===== config.mk =====
export PLATFORM = sky130hd
export DESIGN_NAME = rate_tick_gen
export DESIGN_NICKNAME = d
export VERILOG_FILES = /design/src/rtl/rate_pkg.sv /design/src/rtl/rate_tick_chan.sv /design/src/rtl/rate_tick_gen.sv
export SDC_FILE = /design/constraint.sdc
export NUM_CORES = 1
export LEC_CHECK = 0
export ABC_CLOCK_PERIOD_IN_PS = 3460
export BUFFER_PORTS_ARGS = -buffer_cell sky130_fd_sc_hd__clkbuf_2
export CORE_MARGIN = 2
export CORE_UTILIZATION = 38
export CTS_CLUSTER_DIAMETER = 200
export DETAILED_ROUTE_END_ITERATION = 16
export SLEW_MARGIN = 0
export SYNTH_ARGS = -nofsm -noshare
export SYNTH_HDL_FRONTEND = slang
export SYNTH_SLANG_ARGS = --single-unit

===== constraint.sdc =====
create_clock -name clk -period 3.46 [get_ports clk]
set_input_delay 0.346 -clock clk [delete_from_list [all_inputs] [get_ports clk]]
set_output_delay 0.346 -clock clk [all_outputs]
set_load 0.02 [all_outputs]

===== src/rtl/rate_pkg.sv =====
// Shared definitions for the multi-channel rate tick generator: default
// widths, the channel state encoding, the rate-code lookup and the
// prescaler divisor helper.
package rate_pkg;

  localparam int SEL_W_DEF = 3;
  localparam int CNT_W_DEF = 24;

  typedef enum logic {
    IDLE = 1'b0,
    RUN  = 1'b1
  } ch_state_t;

  // Rate code to period in milliseconds, zero-extended to the counter width
  function automatic logic [CNT_W_DEF-1:0] rate_lut(input logic [SEL_W_DEF-1:0] code);
    logic [CNT_W_DEF-1:0] ms;
    case (code)
      3'd0: ms = CNT_W_DEF'(1);
      3'd1: ms = CNT_W_DEF'(2);
      3'd2: ms = CNT_W_DEF'(5);
      3'd3: ms = CNT_W_DEF'(10);
      3'd4: ms = CNT_W_DEF'(20);
      3'd5: ms = CNT_W_DEF'(50);
      3'd6: ms = CNT_W_DEF'(100);
      3'd7: ms = CNT_W_DEF'(200);
    endcase
    return ms;
  endfunction

  // Base clock cycles per millisecond; the clock must be an integer
  // multiple of 1 kHz and give at least two cycles per millisecond
  function automatic int calc_ms_div(input int clk_freq_hz);
    return clk_freq_hz / 1000;
  endfunction

endpackage


===== src/rtl/rate_tick_chan.sv =====
// One tick channel: an IDLE/RUN FSM that counts 1 ms strobes and emits a
// one-cycle tick at the end of each period. The rate code is only taken
// on entry to RUN and at period boundaries, so mid-period changes of R
// never shorten or stretch a period in progress.
module rate_tick_chan
  import rate_pkg::*;
#(
  parameter int CNT_W = CNT_W_DEF,
  parameter int SEL_W = SEL_W_DEF
) (
  input  logic             clk,
  input  logic             reset,
  input  logic             ms_strobe,
  input  logic             en,
  input  logic [SEL_W-1:0] R,
  output logic             tick,
  output logic [CNT_W-1:0] active_rate,
  output logic             pending
);

  ch_state_t        state_q, state_d;
  logic [CNT_W-1:0] msCnt_q, msCnt_d;
  logic [CNT_W-1:0] activeRate_q, activeRate_d;
  logic [SEL_W-1:0] curCode_q, curCode_d;
  logic             tick_q, tick_d;
  logic [CNT_W-1:0] lutRate;

  assign lutRate = CNT_W'(rate_lut(R));

  // State register; reset puts the channel back to the 1 ms rate in IDLE
  always_ff @(posedge clk or posedge reset) begin
    if (reset) begin
      state_q      <= IDLE;
      msCnt_q      <= '0;
      activeRate_q <= CNT_W'(1);
      curCode_q    <= '0;
      tick_q       <= 1'b0;
    end else begin
      state_q      <= state_d;
      msCnt_q      <= msCnt_d;
      activeRate_q <= activeRate_d;
      curCode_q    <= curCode_d;
      tick_q       <= tick_d;
    end
  end

  // Next state: load on enable, count strobes, reload the rate at the boundary
  always_comb begin
    state_d      = state_q;
    msCnt_d      = msCnt_q;
    activeRate_d = activeRate_q;
    curCode_d    = curCode_q;
    tick_d       = 1'b0;
    case (state_q)
      IDLE: begin
        msCnt_d = '0;
        if (en) begin
          state_d      = RUN;
          curCode_d    = R;
          activeRate_d = lutRate;
        end
      end
      RUN: begin
        if (!en) begin
          state_d = IDLE;
          msCnt_d = '0;
        end else if (ms_strobe) begin
          if (msCnt_q == activeRate_q - CNT_W'(1)) begin
            tick_d       = 1'b1;
            msCnt_d      = '0;
            curCode_d    = R;
            activeRate_d = lutRate;
          end else begin
            msCnt_d = msCnt_q + CNT_W'(1);
          end
        end
      end
      default: state_d = IDLE;
    endcase
  end

  assign tick        = tick_q;
  assign active_rate = activeRate_q;
  assign pending     = (state_q == RUN) && (R != curCode_q);

endmodule


===== src/rtl/rate_tick_gen.sv =====
// Multi-channel periodic tick generator. A shared prescaler produces a
// 1 ms strobe from the base clock; each channel divides that strobe by
// its own selectable rate. ms_tick and the channel ticks are both
// registered from the same strobe edge, so they line up cycle for cycle.
module rate_tick_gen
  import rate_pkg::*;
#(
  parameter int CLK_FREQ_HZ = 4000000,
  parameter int NUM_CH      = 2,
  parameter int CNT_W       = CNT_W_DEF,
  parameter int SEL_W       = SEL_W_DEF
) (
  input  logic                    clk,
  input  logic                    reset,
  input  logic [NUM_CH-1:0]       en,
  input  logic [NUM_CH*SEL_W-1:0] R,
  output logic                    ms_tick,
  output logic [NUM_CH-1:0]       tick,
  output logic [NUM_CH*CNT_W-1:0] active_rate,
  output logic [NUM_CH-1:0]       pending
);

  localparam int MS_DIV = calc_ms_div(CLK_FREQ_HZ);
  localparam int PRE_W  = $clog2(MS_DIV);
  localparam logic [PRE_W-1:0] PRE_LAST = PRE_W'(MS_DIV - 1);

  logic [PRE_W-1:0] preCnt_q, preCnt_d;
  logic             msTick_q;
  logic             msStrobe;

  assign msStrobe = (preCnt_q == PRE_LAST);

  // Free-running prescaler wrapping every MS_DIV cycles
  always_comb begin
    preCnt_d = msStrobe ? '0 : preCnt_q + PRE_W'(1);
  end

  // Prescaler register and the registered copy of the strobe
  always_ff @(posedge clk or posedge reset) begin
    if (reset) begin
      preCnt_q <= '0;
      msTick_q <= 1'b0;
    end else begin
      preCnt_q <= preCnt_d;
      msTick_q <= msStrobe;
    end
  end

  assign ms_tick = msTick_q;

  for (genvar i = 0; i < NUM_CH; i++) begin : g_chan
    rate_tick_chan #(
      .CNT_W(CNT_W),
      .SEL_W(SEL_W)
    ) u_chan (
      .clk        (clk),
      .reset      (reset),
      .ms_strobe  (msStrobe),
      .en         (en[i]),
      .R          (R[i*SEL_W +: SEL_W]),
      .tick       (tick[i]),
      .active_rate(active_rate[i*CNT_W +: CNT_W]),
      .pending    (pending[i])
    );
  end

endmodule


==> impl_metrics.tcl <==
set metrics [dict create \
    route.detailed.drc 0 \
    synth_seq_cells 87 \
    slew-limit-headroom 0.516 \
    grt_overflow 0 \
    cts_made_buffers 9 \
    final_nets 606 \
    grt_pass1_wl_um 18500 \
    n_antenna_cell 0 \
    antenna_found_initial 0 \
    drt-initial-drc-count 247 \
    stdcell_count 760 \
    end_kind "register" \
    finalHoldViolCount 0 \
    finalClockSkew_ps 4.54 \
    start_kind "register" \
    yosys_most_used_dff "dfrtp_1" \
    gp_congestion 0.836 \
    timing.setup.tns_ps 0 \
    dpl.cell_count 745 \
    cts.sinks 87 \
    cap_violations 0 \
    ir_drop_uv 251 \
    p_leak_nw 2.57 \
    setup_violations 0 \
    synthTopCellsByArea "dfrtp_1, xor2_1, buf_4" \
    die_area_mm2 0.0147 \
    holdWs_ps 19.4 \
    area_delta_synth_final_pct 9.73 \
    p_per_area_mw_per_mm2 412 \
    fin_crit_sh 0.937 \
    place_hpwl_um 8010 \
    rsz0062_at_grt "no" \
    die_w_um 121 \
    syn_area_mm2 0.00524 \
    wl_per_cell_um 14.4 \
    path_max_fanout 6 \
    cts_tree "yes" \
    critical_path_class "register to register" \
    first_global_vias 3799 \
    period_needed_ps 3240 \
    final_cell_mix "dfrtp_1, nor2_1, xor2_1, nand2_1" \
    cts-root-buf "clkbuf_16" \
    firstDrtPassIters 4 \
    async_flop_share 1.00 \
    synth_edf_count 0 \
    yosys.area.top_type_share 0.406 \
    cts_max_level 3 \
    synth_cell_types 56 \
    initial_core_util 0.392 \
    cts_resized 0 \
    holdBufCountCts 0 \
    outcome "finished clean" \
    rows 42 \
    grt_max_degree 34 \
    rr_worst_depth 11 \
    hold_path.class "input pin to async pin" \
    synthCells 548 \
    vias 3847 \
    syn_area_per_cell_um2 9.56 \
    clkLatencyLatePin_ps 340 \
    die_h_um 121 \
    nFillCells 1314 \
    viasPerCell 5.06 \
    grtUsageTotal 0.158 \
    arrival_ps 3510 \
    path_clk_slew_ps 60 \
    layout_commonest_cell "dfrtp_1" \
    clk_path_buf_depth 2 \
    max_freq_ghz 0.308 \
    final_max_slew_viol_count 0 \
    drive_above_1_share 0.135 \
    yosysWarnings 0 \
    synth_top_cell_by_area "dfrtp_1" \
    io-pin-count 63 \
    post_cts_buffers 0 \
    total_power_mw 2.37 \
    routed_wl_um 10900 \
    io_buffer_count 30 \
    coreArea_mm2 0.0133 \
    synth.yosys.seq_area_share 0.416 \
    worst_pin_slew_ps 727 \
    detail-route-antenna-nets 0 \
    critPathRequiredTime_ps 3720 \
]
[layout make-up]
type / instances / area, um2 / share of cell area
multi-input cells: 417 / 2750 / 0.479
well taps: 176 / 220 / 0.0383
clock buffers: 11 / 243 / 0.0422
inverters: 23 / 87.6 / 0.0152
clock inverters: 4 / 22.5 / 0.00392
flip-flops and latches: 87 / 2180 / 0.379
repair buffers: 42 / 240 / 0.0418
[report_power, final]
group / leakage, nW / switching (mW) / total (mW) / internal (mW)
sequential: 1.16 / 0.0539 / 1.11 / 1.06
clock: 0.131 / 0.380 / 0.878 / 0.498
combinational: 1.28 / 0.235 / 0.380 / 0.145
total: 2.57 / 0.669 / 2.37 / 1.70
[final timing paths]
check                                                start                               to  slack, ps
setup reg to reg           g_chan[1].u_chan.active_rate[2]  g_chan[1].u_chan.active_rate[6]        220
hold reg to reg                                preCnt_q[0]                      preCnt_q[0]        490
hold / removal                                       reset                      preCnt_q[4]         20
setup / recovery           g_chan[1].u_chan.active_rate[2]  g_chan[1].u_chan.active_rate[6]        220
min in group clk                                     en[0]         g_chan[0].u_chan.state_q        160
max in group asynchronous                            reset  g_chan[1].u_chan.active_rate[0]       2600
[critical path, cell delays in order (launching register included)]
cell,delay [ps]
dfrtp_1,440
or4_4,540
nor4_1,210
ha_1,300
xor2_1,140
o2111ai_1,170
a2111oi_4,410
o311ai_4,180
o22ai_4,220
buf_4,200
buf_4,150
mux2i_1,190
[flip-flops by register name, indices dropped and copies added (netlist names)]
| name | cells |
|---|---|
| g_chan.u_chan.tick | 2 |
| g_chan.u_chan.state_q | 2 |
| g_chan.u_chan.curCode_q | 6 |
| g_chan.u_chan.active_rate | 16 |
| g_chan.u_chan.msCnt_q | 48 |
| preCnt_q | 12 |
| ms_tick | 1 |
[synthesized netlist by cell type (all sizes together), types with 2 or more instances]
library cell and number:
o2111ai 3, or4 6, mux2i 13, xnor2 28
nand3 32, mux2 12, o22ai 2, or3 4
nand4 19, nor3 18, o21ai 10, and4 3
xor2 46, ha 16, nand2 35, o31a 2
a211o 2, nor3b 3, dfrtp 85, or2 2
clkbuf 11, a21oi 12, dfstp 2, nor2 62
nor4 10, and2 6, nor2b 5, o211a 2
and3 17, inv 23, buf 41
[logic make-up after synthesis]
| family | share of synthesized area |
|---|---|
| other | 0.000716 |
| and+or+nand+nor | 0.221 |
| muxes | 0.0535 |
| adders and majority gates | 0.0382 |
| DFF | 0.416 |
| AOI/OAI and AO/OA | 0.0645 |
| buffers and inverters | 0.0817 |
| xor gates and xnor gates | 0.124 |
[stage by stage]
| step | worst slack [ps] | util | area [um2] |
|---|---|---|---|
| finish | 217 | 0.430 | 5750 |
| global route | 0.776 | 0.430 | 5750 |
| CTS | 156 | 0.430 | 5740 |
| detailed placement | 178 | 0.410 | 5470 |
| global placement | 286 | 0.410 | 5470 |
| floorplan | 372 | - | 5350 |
[routing by layer]
layer,part of all wire,up-vias,track usage
met5,0,-,0
met4,0.011,0,0.0438
met3,0.038,11,0.0479
met2,0.50,71,0.268
met1,0.45,1871,0.195
li1,-,1894,-
Note: power is estimated with default switching activity, not from simulation.
